**config.mk**
```make
export PLATFORM = sky130hd
export DESIGN_NAME = ctrl_unit_intr_flat
export DESIGN_NICKNAME = d
export VERILOG_FILES = /design/src/rtl/ctrl_unit_intr_if.sv /design/src/rtl/ctrl_unit_intr.sv /design/src/flat_wrapper.sv
export SDC_FILE = /design/constraint.sdc
export NUM_CORES = 1
export LEC_CHECK = 0
export CORE_ASPECT_RATIO = 0.75
export CORE_MARGIN = 2
export CORE_UTILIZATION = 37
export CTS_BUF_LIST = sky130_fd_sc_hd__clkbuf_16
export CTS_CLUSTER_SIZE = 25
export DETAILED_ROUTE_END_ITERATION = 12
export GPL_TIMING_DRIVEN = 0
export PLACE_DENSITY = 0.77
export RECOVER_POWER = 100
export SLEW_MARGIN = 40
export SYNTH_ARGS = -nofsm -noshare
export SYNTH_HDL_FRONTEND = slang
export SYNTH_SLANG_ARGS = --single-unit
```
**constraint.sdc**
```tcl
create_clock -name clk -period 3.9 [get_ports clk]
set_input_delay 1.17 -clock clk [delete_from_list [all_inputs] [get_ports clk]]
set_output_delay 1.17 -clock clk [all_outputs]
set_load 0.05 [all_outputs]
```
**src/rtl/ctrl_unit_intr_if.sv**
```systemverilog
// Control-unit interface: instruction/status inputs, strobe and state outputs.
// master = control unit (drives strobes), slave = datapath/memory side.
interface ctrl_unit_intr_if #(
    parameter int WORD_W = 16,
    parameter int SC_W   = 3
);
    logic [WORD_W-1:0] ir;
    logic              ac_zero;
    logic              ac_neg;
    logic              dr_zero;
    logic              e_flag;
    logic              fgi;
    logic              fgo;
    logic              mem_ready;
    logic              run;
    logic [5:0]        ld;
    logic [5:0]        inr;
    logic [5:0]        clr;
    logic              mem_rd;
    logic              mem_wr;
    logic [2:0]        bus_sel;
    logic [2:0]        alu_op;
    logic [SC_W-1:0]   sc;
    logic              r_cycle;
    logic              ien;
    logic              halted;

    modport master (
        input  ir, ac_zero, ac_neg, dr_zero, e_flag, fgi, fgo,
        input  mem_ready, run,
        output ld, inr, clr, mem_rd, mem_wr, bus_sel, alu_op,
        output sc, r_cycle, ien, halted
    );

    modport slave (
        output ir, ac_zero, ac_neg, dr_zero, e_flag, fgi, fgo,
        output mem_ready, run,
        input  ld, inr, clr, mem_rd, mem_wr, bus_sel, alu_op,
        input  sc, r_cycle, ien, halted
    );
endinterface

```
**src/rtl/ctrl_unit_intr.sv**
```systemverilog
// Hardwired basic-computer control unit with interrupt cycle, wait states, halt.
// Ports: clk, reset (async, active-low), bus (ctrl_unit_intr_if.master).
module ctrl_unit_intr #(
    parameter int WORD_W = 16,
    parameter int ADDR_W = 12,
    parameter int SC_W   = 3
) (
    input logic              clk,
    input logic              reset,
    ctrl_unit_intr_if.master bus
);
    // strobe vector bit positions: {AR,PC,DR,AC,IR,TR}
    localparam int S_AR = 5;
    localparam int S_PC = 4;
    localparam int S_DR = 3;
    localparam int S_AC = 2;
    localparam int S_IR = 1;
    localparam int S_TR = 0;

    localparam logic [2:0] BS_AR  = 3'd1;
    localparam logic [2:0] BS_PC  = 3'd2;
    localparam logic [2:0] BS_DR  = 3'd3;
    localparam logic [2:0] BS_AC  = 3'd4;
    localparam logic [2:0] BS_IR  = 3'd5;
    localparam logic [2:0] BS_TR  = 3'd6;
    localparam logic [2:0] BS_MEM = 3'd7;

    localparam logic [2:0] ALU_INPR = 3'd4;
    localparam logic [2:0] ALU_CMA  = 3'd5;
    localparam logic [2:0] ALU_CIR  = 3'd6;
    localparam logic [2:0] ALU_CIL  = 3'd7;

    logic [SC_W-1:0]   sc_q;
    logic              r_q;
    logic              ien_q;
    logic              halted_q;

    logic              i_bit;
    logic [2:0]        op;
    logic [ADDR_W-1:0] addr_f;
    logic [11:0]       b;
    logic              int_cyc;
    logic              t4;

    logic [5:0]        ld_c;
    logic [5:0]        inr_c;
    logic [5:0]        clr_c;
    logic              rd_c;
    logic              wr_c;
    logic [2:0]        bsel_c;
    logic [2:0]        aop_c;
    logic              fin;
    logic              ion;
    logic              iof;
    logic              hlt;
    logic              rt_end;
    logic              stall;
    logic              quiet;
    logic              hold;
    logic              set_r;

    assign i_bit  = bus.ir[WORD_W-1];
    assign op     = bus.ir[WORD_W-2:WORD_W-4];
    assign addr_f = bus.ir[ADDR_W-1:0];
    assign b      = addr_f[11:0];
    assign t4     = (sc_q == SC_W'(4));

    // instruction decode is suppressed only for the fetch slots of an
    // interrupt; an R set mid-instruction lets the instruction finish
    assign int_cyc = r_q && (sc_q < SC_W'(3));

    always_comb begin
        ld_c   = '0;
        inr_c  = '0;
        clr_c  = '0;
        rd_c   = 1'b0;
        wr_c   = 1'b0;
        bsel_c = 3'd0;
        aop_c  = 3'd0;
        fin    = 1'b0;
        ion    = 1'b0;
        iof    = 1'b0;
        hlt    = 1'b0;
        rt_end = 1'b0;
        if (int_cyc) begin
            case (sc_q)
                SC_W'(0): begin
                    clr_c[S_AR] = 1'b1;
                    ld_c[S_TR]  = 1'b1;
                    bsel_c      = BS_PC;
                end
                SC_W'(1): begin
                    wr_c        = 1'b1;
                    bsel_c      = BS_TR;
                    clr_c[S_PC] = 1'b1;
                end
                default: begin
                    inr_c[S_PC] = 1'b1;
                    fin         = 1'b1;
                    rt_end      = 1'b1;
                end
            endcase
        end else begin
            case (sc_q)
                SC_W'(0): begin
                    ld_c[S_AR] = 1'b1;
                    bsel_c     = BS_PC;
                end
                SC_W'(1): begin
                    rd_c        = 1'b1;
                    bsel_c      = BS_MEM;
                    ld_c[S_IR]  = 1'b1;
                    inr_c[S_PC] = 1'b1;
                end
                SC_W'(2): begin
                    ld_c[S_AR] = 1'b1;
                    bsel_c     = BS_IR;
                end
                SC_W'(3): begin
                    if (op == 3'd7) begin
                        fin = 1'b1;
                        if (!i_bit) begin
                            if (b[11]) clr_c[S_AC] = 1'b1;
                            if (b[9]) begin
                                ld_c[S_AC] = 1'b1;
                                aop_c      = ALU_CMA;
                            end
                            if (b[7]) begin
                                ld_c[S_AC] = 1'b1;
                                aop_c      = ALU_CIR;
                            end
                            if (b[6]) begin
                                ld_c[S_AC] = 1'b1;
                                aop_c      = ALU_CIL;
                            end
                            if (b[5]) inr_c[S_AC] = 1'b1;
                            if ((b[4] && !bus.ac_neg) ||
                                (b[3] && bus.ac_neg) ||
                                (b[2] && bus.ac_zero) ||
                                (b[1] && !bus.e_flag))
                                inr_c[S_PC] = 1'b1;
                            hlt = b[0];
                        end else begin
                            if (b[11]) begin
                                ld_c[S_AC] = 1'b1;
                                aop_c      = ALU_INPR;
                            end
                            if (b[10]) bsel_c = BS_AC;
                            if ((b[9] && bus.fgi) || (b[8] && bus.fgo))
                                inr_c[S_PC] = 1'b1;
                            ion = b[7];
                            iof = b[6];
                        end
                    end else if (i_bit) begin
                        rd_c       = 1'b1;
                        bsel_c     = BS_MEM;
                        ld_c[S_AR] = 1'b1;
                    end
                end
                default: begin
                    fin = 1'b1;
                    case (op)
                        3'd0, 3'd1, 3'd2: begin
                            if (t4) begin
                                rd_c       = 1'b1;
                                bsel_c     = BS_MEM;
                                ld_c[S_DR] = 1'b1;
                                fin        = 1'b0;
                            end else begin
                                ld_c[S_AC] = 1'b1;
                                aop_c      = op + 3'd1;
                            end
                        end
                        3'd3: begin
                            wr_c   = 1'b1;
                            bsel_c = BS_AC;
                        end
                        3'd4: begin
                            ld_c[S_PC] = 1'b1;
                            bsel_c     = BS_AR;
                        end
                        3'd5: begin
                            if (t4) begin
                                wr_c        = 1'b1;
                                bsel_c      = BS_PC;
                                inr_c[S_AR] = 1'b1;
                                fin         = 1'b0;
                            end else begin
                                ld_c[S_PC] = 1'b1;
                                bsel_c     = BS_AR;
                            end
                        end
                        3'd6: begin
                            if (t4) begin
                                rd_c       = 1'b1;
                                bsel_c     = BS_MEM;
                                ld_c[S_DR] = 1'b1;
                                fin        = 1'b0;
                            end else if (sc_q == SC_W'(5)) begin
                                inr_c[S_DR] = 1'b1;
                                fin         = 1'b0;
                            end else begin
                                wr_c        = 1'b1;
                                bsel_c      = BS_DR;
                                inr_c[S_PC] = bus.dr_zero;
                            end
                        end
                        default: ;
                    endcase
                end
            endcase
        end
    end

    assign stall = (rd_c | wr_c) & ~bus.mem_ready;
    assign quiet = halted_q | ~reset;
    assign hold  = quiet | stall;
    assign set_r = (sc_q >= SC_W'(3)) & ien_q & (bus.fgi | bus.fgo);

    always_ff @(posedge clk or negedge reset) begin
        if (!reset) begin
            sc_q     <= '0;
            r_q      <= 1'b0;
            ien_q    <= 1'b0;
            halted_q <= 1'b0;
        end else if (halted_q) begin
            if (bus.run) halted_q <= 1'b0;
        end else if (!stall) begin
            sc_q <= fin ? '0 : sc_q + SC_W'(1);
            if (set_r) r_q <= 1'b1;
            else if (rt_end) r_q <= 1'b0;
            // ION uses the old IEN for set_r above, so no same-edge R
            if (ion) ien_q <= 1'b1;
            else if (iof | rt_end) ien_q <= 1'b0;
            if (hlt) halted_q <= 1'b1;
        end
    end

    assign bus.ld      = hold ? '0 : ld_c;
    assign bus.inr     = hold ? '0 : inr_c;
    assign bus.clr     = hold ? '0 : clr_c;
    assign bus.mem_rd  = quiet ? 1'b0 : rd_c;
    assign bus.mem_wr  = quiet ? 1'b0 : wr_c;
    assign bus.bus_sel = quiet ? 3'd0 : bsel_c;
    assign bus.alu_op  = quiet ? 3'd0 : aop_c;
    assign bus.sc      = sc_q;
    assign bus.r_cycle = r_q;
    assign bus.ien     = ien_q;
    assign bus.halted  = halted_q;
endmodule

```
**src/flat_wrapper.sv**
```systemverilog
// flat-port wrapper written by rule: the top's interface ports become plain ports
module ctrl_unit_intr_flat 
#(
    parameter int WORD_W = 16,
    parameter int ADDR_W = 12,
    parameter int SC_W   = 3
)
  (clk, reset, bus_ir, bus_ac_zero, bus_ac_neg, bus_dr_zero, bus_e_flag, bus_fgi, bus_fgo, bus_mem_ready, bus_run, bus_ld, bus_inr, bus_clr, bus_mem_rd, bus_mem_wr, bus_bus_sel, bus_alu_op, bus_sc, bus_r_cycle, bus_ien, bus_halted);
  ctrl_unit_intr_if #(.WORD_W(WORD_W), .SC_W(SC_W)) bus_i ();
  input logic clk;
  input logic reset;
  input wire logic [$bits(bus_i.ir)-1:0] bus_ir;
  input wire logic [$bits(bus_i.ac_zero)-1:0] bus_ac_zero;
  input wire logic [$bits(bus_i.ac_neg)-1:0] bus_ac_neg;
  input wire logic [$bits(bus_i.dr_zero)-1:0] bus_dr_zero;
  input wire logic [$bits(bus_i.e_flag)-1:0] bus_e_flag;
  input wire logic [$bits(bus_i.fgi)-1:0] bus_fgi;
  input wire logic [$bits(bus_i.fgo)-1:0] bus_fgo;
  input wire logic [$bits(bus_i.mem_ready)-1:0] bus_mem_ready;
  input wire logic [$bits(bus_i.run)-1:0] bus_run;
  output wire logic [$bits(bus_i.ld)-1:0] bus_ld;
  output wire logic [$bits(bus_i.inr)-1:0] bus_inr;
  output wire logic [$bits(bus_i.clr)-1:0] bus_clr;
  output wire logic [$bits(bus_i.mem_rd)-1:0] bus_mem_rd;
  output wire logic [$bits(bus_i.mem_wr)-1:0] bus_mem_wr;
  output wire logic [$bits(bus_i.bus_sel)-1:0] bus_bus_sel;
  output wire logic [$bits(bus_i.alu_op)-1:0] bus_alu_op;
  output wire logic [$bits(bus_i.sc)-1:0] bus_sc;
  output wire logic [$bits(bus_i.r_cycle)-1:0] bus_r_cycle;
  output wire logic [$bits(bus_i.ien)-1:0] bus_ien;
  output wire logic [$bits(bus_i.halted)-1:0] bus_halted;
  assign bus_i.ir = bus_ir;
  assign bus_i.ac_zero = bus_ac_zero;
  assign bus_i.ac_neg = bus_ac_neg;
  assign bus_i.dr_zero = bus_dr_zero;
  assign bus_i.e_flag = bus_e_flag;
  assign bus_i.fgi = bus_fgi;
  assign bus_i.fgo = bus_fgo;
  assign bus_i.mem_ready = bus_mem_ready;
  assign bus_i.run = bus_run;
  assign bus_ld = bus_i.ld;
  assign bus_inr = bus_i.inr;
  assign bus_clr = bus_i.clr;
  assign bus_mem_rd = bus_i.mem_rd;
  assign bus_mem_wr = bus_i.mem_wr;
  assign bus_bus_sel = bus_i.bus_sel;
  assign bus_alu_op = bus_i.alu_op;
  assign bus_sc = bus_i.sc;
  assign bus_r_cycle = bus_i.r_cycle;
  assign bus_ien = bus_i.ien;
  assign bus_halted = bus_i.halted;
  ctrl_unit_intr #(.WORD_W(WORD_W), .ADDR_W(ADDR_W), .SC_W(SC_W)) u_core (.clk(clk), .reset(reset), .bus(bus_i));
endmodule
```
* Yosys cells after proc, flatten, opt, wreduce, memory -nomap -nowiden
Cells that the tools add are included.
** Operators by class
- Bitwise logic cells :: 12
- Equality and inequality tests :: 12
- Magnitude comparators :: 2
- Multiplexer cells :: 107
- $add $sub $neg :: 2
- Reductions and logical operators :: 27
** Operators by type and width (count)
- 2-to-1 mux 1 bit :: 65
- 2-to-1 mux 3 bit :: 19
- == test 3 bit, second input constant :: 6
- 2-to-1 mux 6 bit :: 3
- one-hot mux 3 bit (5 select lines) :: 1
- 2-to-1 mux 2 bit :: 7
- == test 3 x 2 -> 1 bit, second input constant :: 4
- one-hot mux 3 bit (2 select lines) :: 2
- one-hot mux 3 bit (4 select lines) :: 1
- OR reduction 4 bit :: 3
- one-hot mux 1 bit (2 select lines) :: 5
- one-hot mux 1 bit (3 select lines) :: 3
- logical AND 1 bit :: 7
- adder 3 x 1 -> 3 bit, second input constant :: 2
- == test 3 x 1 -> 1 bit, second input constant :: 2
- zero test 3 bit :: 2
- AND reduction 3 bit :: 2
- OR reduction 3 bit :: 2
- 2-to-1 mux 5 bit :: 1
- OR 1 bit :: 5
- logical OR 1 bit :: 4
- NOT 1 bit :: 4
- nonzero test 2 bit :: 2
- OR reduction 2 bit :: 2
- other kinds (5) :: 8
** Word-level totals
- Output and inout port bits :: 32
- Input bits :: 26
- Word-level logic and storage cells :: 166
- Bits in registers :: 6

* Logic depth before layout (Yosys ltp)
- Word-level depth :: 11
- Depth in mapped cells :: 10
- Mapped depth without buffers :: 7

* Worst setup path before layout
OpenSTA, ideal clock, no wires.
- Path type :: in2out
- Start :: in bus_ir[13]
- End :: out bus_inr[3]
- Path slack :: -1218 ps
- Data required time :: 2730 ps
- Path buffers :: 0
- Arrival :: 3948 ps
- Stages :: 7
- Path through :: inv_1 > ha_1 > and4_2 > a311oi_2 > nor4_2 > or3_4 > nor4_1
** Between the ends
- Cells in the longest elaborated chain, start to end :: 9
** RTL lines
- from (decl) :: line flat_wrapper.sv:12 : input wire logic [$bits(bus_i.ir)-1:0] bus_ir;
- == test 3 bit (tied with other cells) :: line ctrl_unit_intr.sv:162 : case (op)
- OR reduction 4 bit (no source line)
- 2-to-1 mux 1 bit
- one-hot mux 1 bit (3 select lines) :: line ctrl_unit_intr.sv:104 : case (sc_q)
- 2-to-1 mux 1 bit :: line ctrl_unit_intr.sv:85 : if (int_cyc) begin
- OR 1 bit :: line ctrl_unit_intr.sv:215 : assign stall = (rd_c | wr_c) & ~bus.mem_ready;
- bitwise AND 1 bit :: line ctrl_unit_intr.sv:215
- OR 1 bit :: line ctrl_unit_intr.sv:217 : assign hold = quiet | stall;
- 2-to-1 mux 6 bit * :: line ctrl_unit_intr.sv:240 : assign bus.inr = hold ? '0 : inr_c;
- to (decl) :: line flat_wrapper.sv:22 : output wire logic [$bits(bus_i.inr)-1:0] bus_inr;
Mark *: on every way between the ends. The rest lies on a longest branch, timed or not.

* Worst setup path in the final report
- Start :: in bus_ir[14]
- End :: out bus_inr[3]
The elaborated chain is that of the path after synthesis.

==> impl_metrics.yaml <==
yosys:
  yosysTopAreaCellShare_pct: 12.57
  syn_inst: 165
  yosys.area.top_type: "dfrtp_1"
  yosysUniqueCellTypes: 48
  seq_area_frac_synth_pct: 12.57
  synth.yosys.warnings: 0
  yosys-top-cells-area: "dfrtp_1, ha_1, nor2_1"
  ys_ff_latch: 6
  ys.flop_type: "dfrtp_1"
  synth_edf_count: 0
  synthArstFlopShare_pct: 100.0
  synth_area_um2: 1195
  avgSynthCellArea_um2: 7.242
detailed_routing:
  wl_per_cell_um: 17.14
  drt_iter0_markers: 102
  routed_wl_mm: 4.766
  vias_per_cell: 5.737
  firstDrtPassIters: 4
  via_count: 1595
  ant_nets: 0
  drcViolationCount: 0
die:
  io_pins: 58
  start_util_pct: 39.56
  fp.dieW_um: 69.62
  core_area_um2: 3020
  die-area_um2: 3705
  num_rows: 17
  die_h_um: 53.22
timing:
  fin_crit_sh_pct: 106.5
  timing.hold.ws_ns: 0.5317
  final_max_slew_viol_count: 0
  worst_pin_slew_ns: 0.5949
  tns_ns: -1.535
  maxSlewHeadroom_pct: 60.31
  fin_ws_ns: -0.2520
  rsz0062_at_grt: "true"
  skew_ns: 0.0002532
  period_minus_slack_ns: 4.152
  setup_viol: 11
  fmax_mhz: 240.8
  finalHoldViolations: 0
pwr:
  totalPowerFinal_w: 0.001398
  powerDensity_nw_per_um2: 615.2
  peakVddDrop_v: 0.0005030
  total_leakage_power_nw: 0.9565
run_status:
  run_status: "finished with violations"
  violations: "negative setup slack"
setup_path:
  crit_path_start_kind: "input pin"
  cpPeakStageDelay_ns: 0.40
  required_ns: 2.73
  cp-end-kind: "output pin"
  crit_top_cell: "buf_6"
  cpMaxStageDelayCell: "or3_4"
  cp.arrival_ns: 2.98
  worstPathMaxFanout: 5
  cp_cell_sequence: "buf_6, buf_6, buf_6, and4_4, a311oi_4, nor4_4, or3_4, buf_12, nor4_4, buf_6"
  cpLargestDelayFamily: "simple AND/OR/NAND/NOR gates"
  crit_type: "input pin to output pin"
  cp.buffers_inverters: 5
global_route:
  grt_pass1_wl_mm: 7.458
  grt_start_max_net_pins: 11
  groute.usage.overall_pct: 25.95
  grt_overflow: 0
  antenna_found_initial: 0
  grt_pass1_vias: 1576
cells_and_area:
  fillCellCount: 224
  areaGrowthSynthToFinish_pct: 90.16
  fin_nets: 279
  drive_gt1_share_pct: 40.42
  diodes: 0
clocking:
  htreeDepth: 1
  cts_tree: "built"
  clk_latency_ns: 0.23
  cts_buffers: 3
  hold_buffers: 0
  ctsRootBufferMaster: "clkbuf_16"
  cts_num_sinks: 6
  clkTransAtPathRegs_ns: 0.03
  cts_buffer_depth: 2
flow_run:
  drv_cap: 0
placement:
  place_hpwl_mm: 3.282
  gp_congestion: 0.9488
  port_buffers: 51
hold_path:
  holdCritPathClass: "register to register"
-- cell usage in the layout (no fill, tap or decap), drive strengths merged, types with 2 or more instances in the layout --
cell           instances
buf                   46
nor4                   7
clkdlybuf4s50         24
and3                   3
a211oi                 4
nand2b                 3
nor3                   8
nor2                  22
a221oi                 2
or3                    2
inv                   10
a21oi                 16
a22o                   2
o21ai                  7
nor2b                  3
clkbuf                 9
a22oi                  2
nor4b                  2
o21bai                 2
o41ai                  2
mux2                   2
dlygate4sd3            2
a21o                   2
dfrtp                  6
nand2                 11
o22ai                  2
clkdlybuf4s15          2
nand3                  3
conb                   5
dlygate4sd2            2
ha                    11
-- kinds of logic (layout without fill, tap and decap cells) --
logic type                 after synthesis  after routing  synth area share (%)
and+or+nand+nor                         69             69                 31.21
muxes                                    2              2                 1.885
buffers and inverters                   25             96                 10.99
adders and majority gates               11             11                 11.52
AOI/OAI and AO/OA                       51             51                 31.52
DFF                                      6              6                 12.57
other                                    1              5                0.3138
-- flip-flops by register name (all words and copies together) (netlist names) --
| signal | count |
|---|---|
| u_core.bus.ien | 1 |
| u_core.bus.halted | 1 |
| u_core.bus.r_cycle | 1 |
| u_core.bus.sc | 3 |
-- metrics by stage --
step	setup slack, ns	cells	utilization, %	area [um^2]
floorplan	-0.3104	169	-	1360
global placement	-1.523	258	63.50	1918
detailed placement	-1.548	258	63.63	1922
CTS	-0.2655	272	71.33	2155
global route	-0.3189	278	75.23	2272
finish	-0.2520	278	75.23	2272
-- where the power goes --
part	leakage, nW	switching [W]	total (W)	internal, W
registers	0.0799	0.0000362	0.000123	0.0000864
logic	0.840	0.000708	0.00111	0.000401
clock network	0.0370	0.0000349	0.000166	0.000132
total	0.956	0.000779	0.00140	0.000619
-- layer usage --
layer,global-route usage (%),wire length (um)
met1,33.98,2019
met2,44.23,2294
met3,4.000,350
met4,8.974,102
met5,0,0
-- tightest hold or removal path, cell delays in order (launching register included) --
cell and delay (ns):
dfrtp_1 0.35, o31ai_1 0.07, o21ai_0 0.07
-- worst paths after layout --
| path | slack (ns) | start | endpoint | cells past startpoint |
|---|---|---|---|---|
| max | -0.25 | bus_ir[14] | bus_inr[3] | 10 |
| min | 0.53 | u_core.bus.ien | u_core.bus.ien | 2 |
| max reg2reg | 1.11 | u_core.bus.sc[2] | u_core.bus.sc[1] | 11 |
| min reg2reg | 0.53 | u_core.bus.ien | u_core.bus.ien | 2 |
| max in group asynchronous | 2.87 | reset | u_core.bus.sc[0] | 1 |
| min in group asynchronous | 0.87 | reset | u_core.bus.halted | 1 |
-- synth_stat cells, types with 6 or more instances --
cell type and number:
nor3_1 6, inv_1 11, dfrtp_1 6, a21oi_1 16
nor4_1 6, ha_1 11, nor2_1 22, nand2_1 11
buf_4 7, o21ai_0 7
-- what timing repair did --
action,CTS,global route
endpoints found under the setup margin,21,19
setup buffers,11,8
cloned,0,0
pin swaps,13,7
resized for setup,144,27
-- layout make-up --
| type | count | area (um^2) | area share (%) |
|---|---|---|---|
| Tap cell | 38 | 47.55 | 2.093 |
| Multi-Input combinational cell | 138 | 1176 | 51.76 |
| Sequential cell | 6 | 150.1 | 6.608 |
| Timing Repair Buffer | 68 | 676.9 | 29.79 |
| Inverter | 11 | 47.55 | 2.093 |
| Buffer | 14 | 98.84 | 4.350 |
| Clock buffer | 3 | 75.07 | 3.304 |
Power figures use the tool's default switching activity.
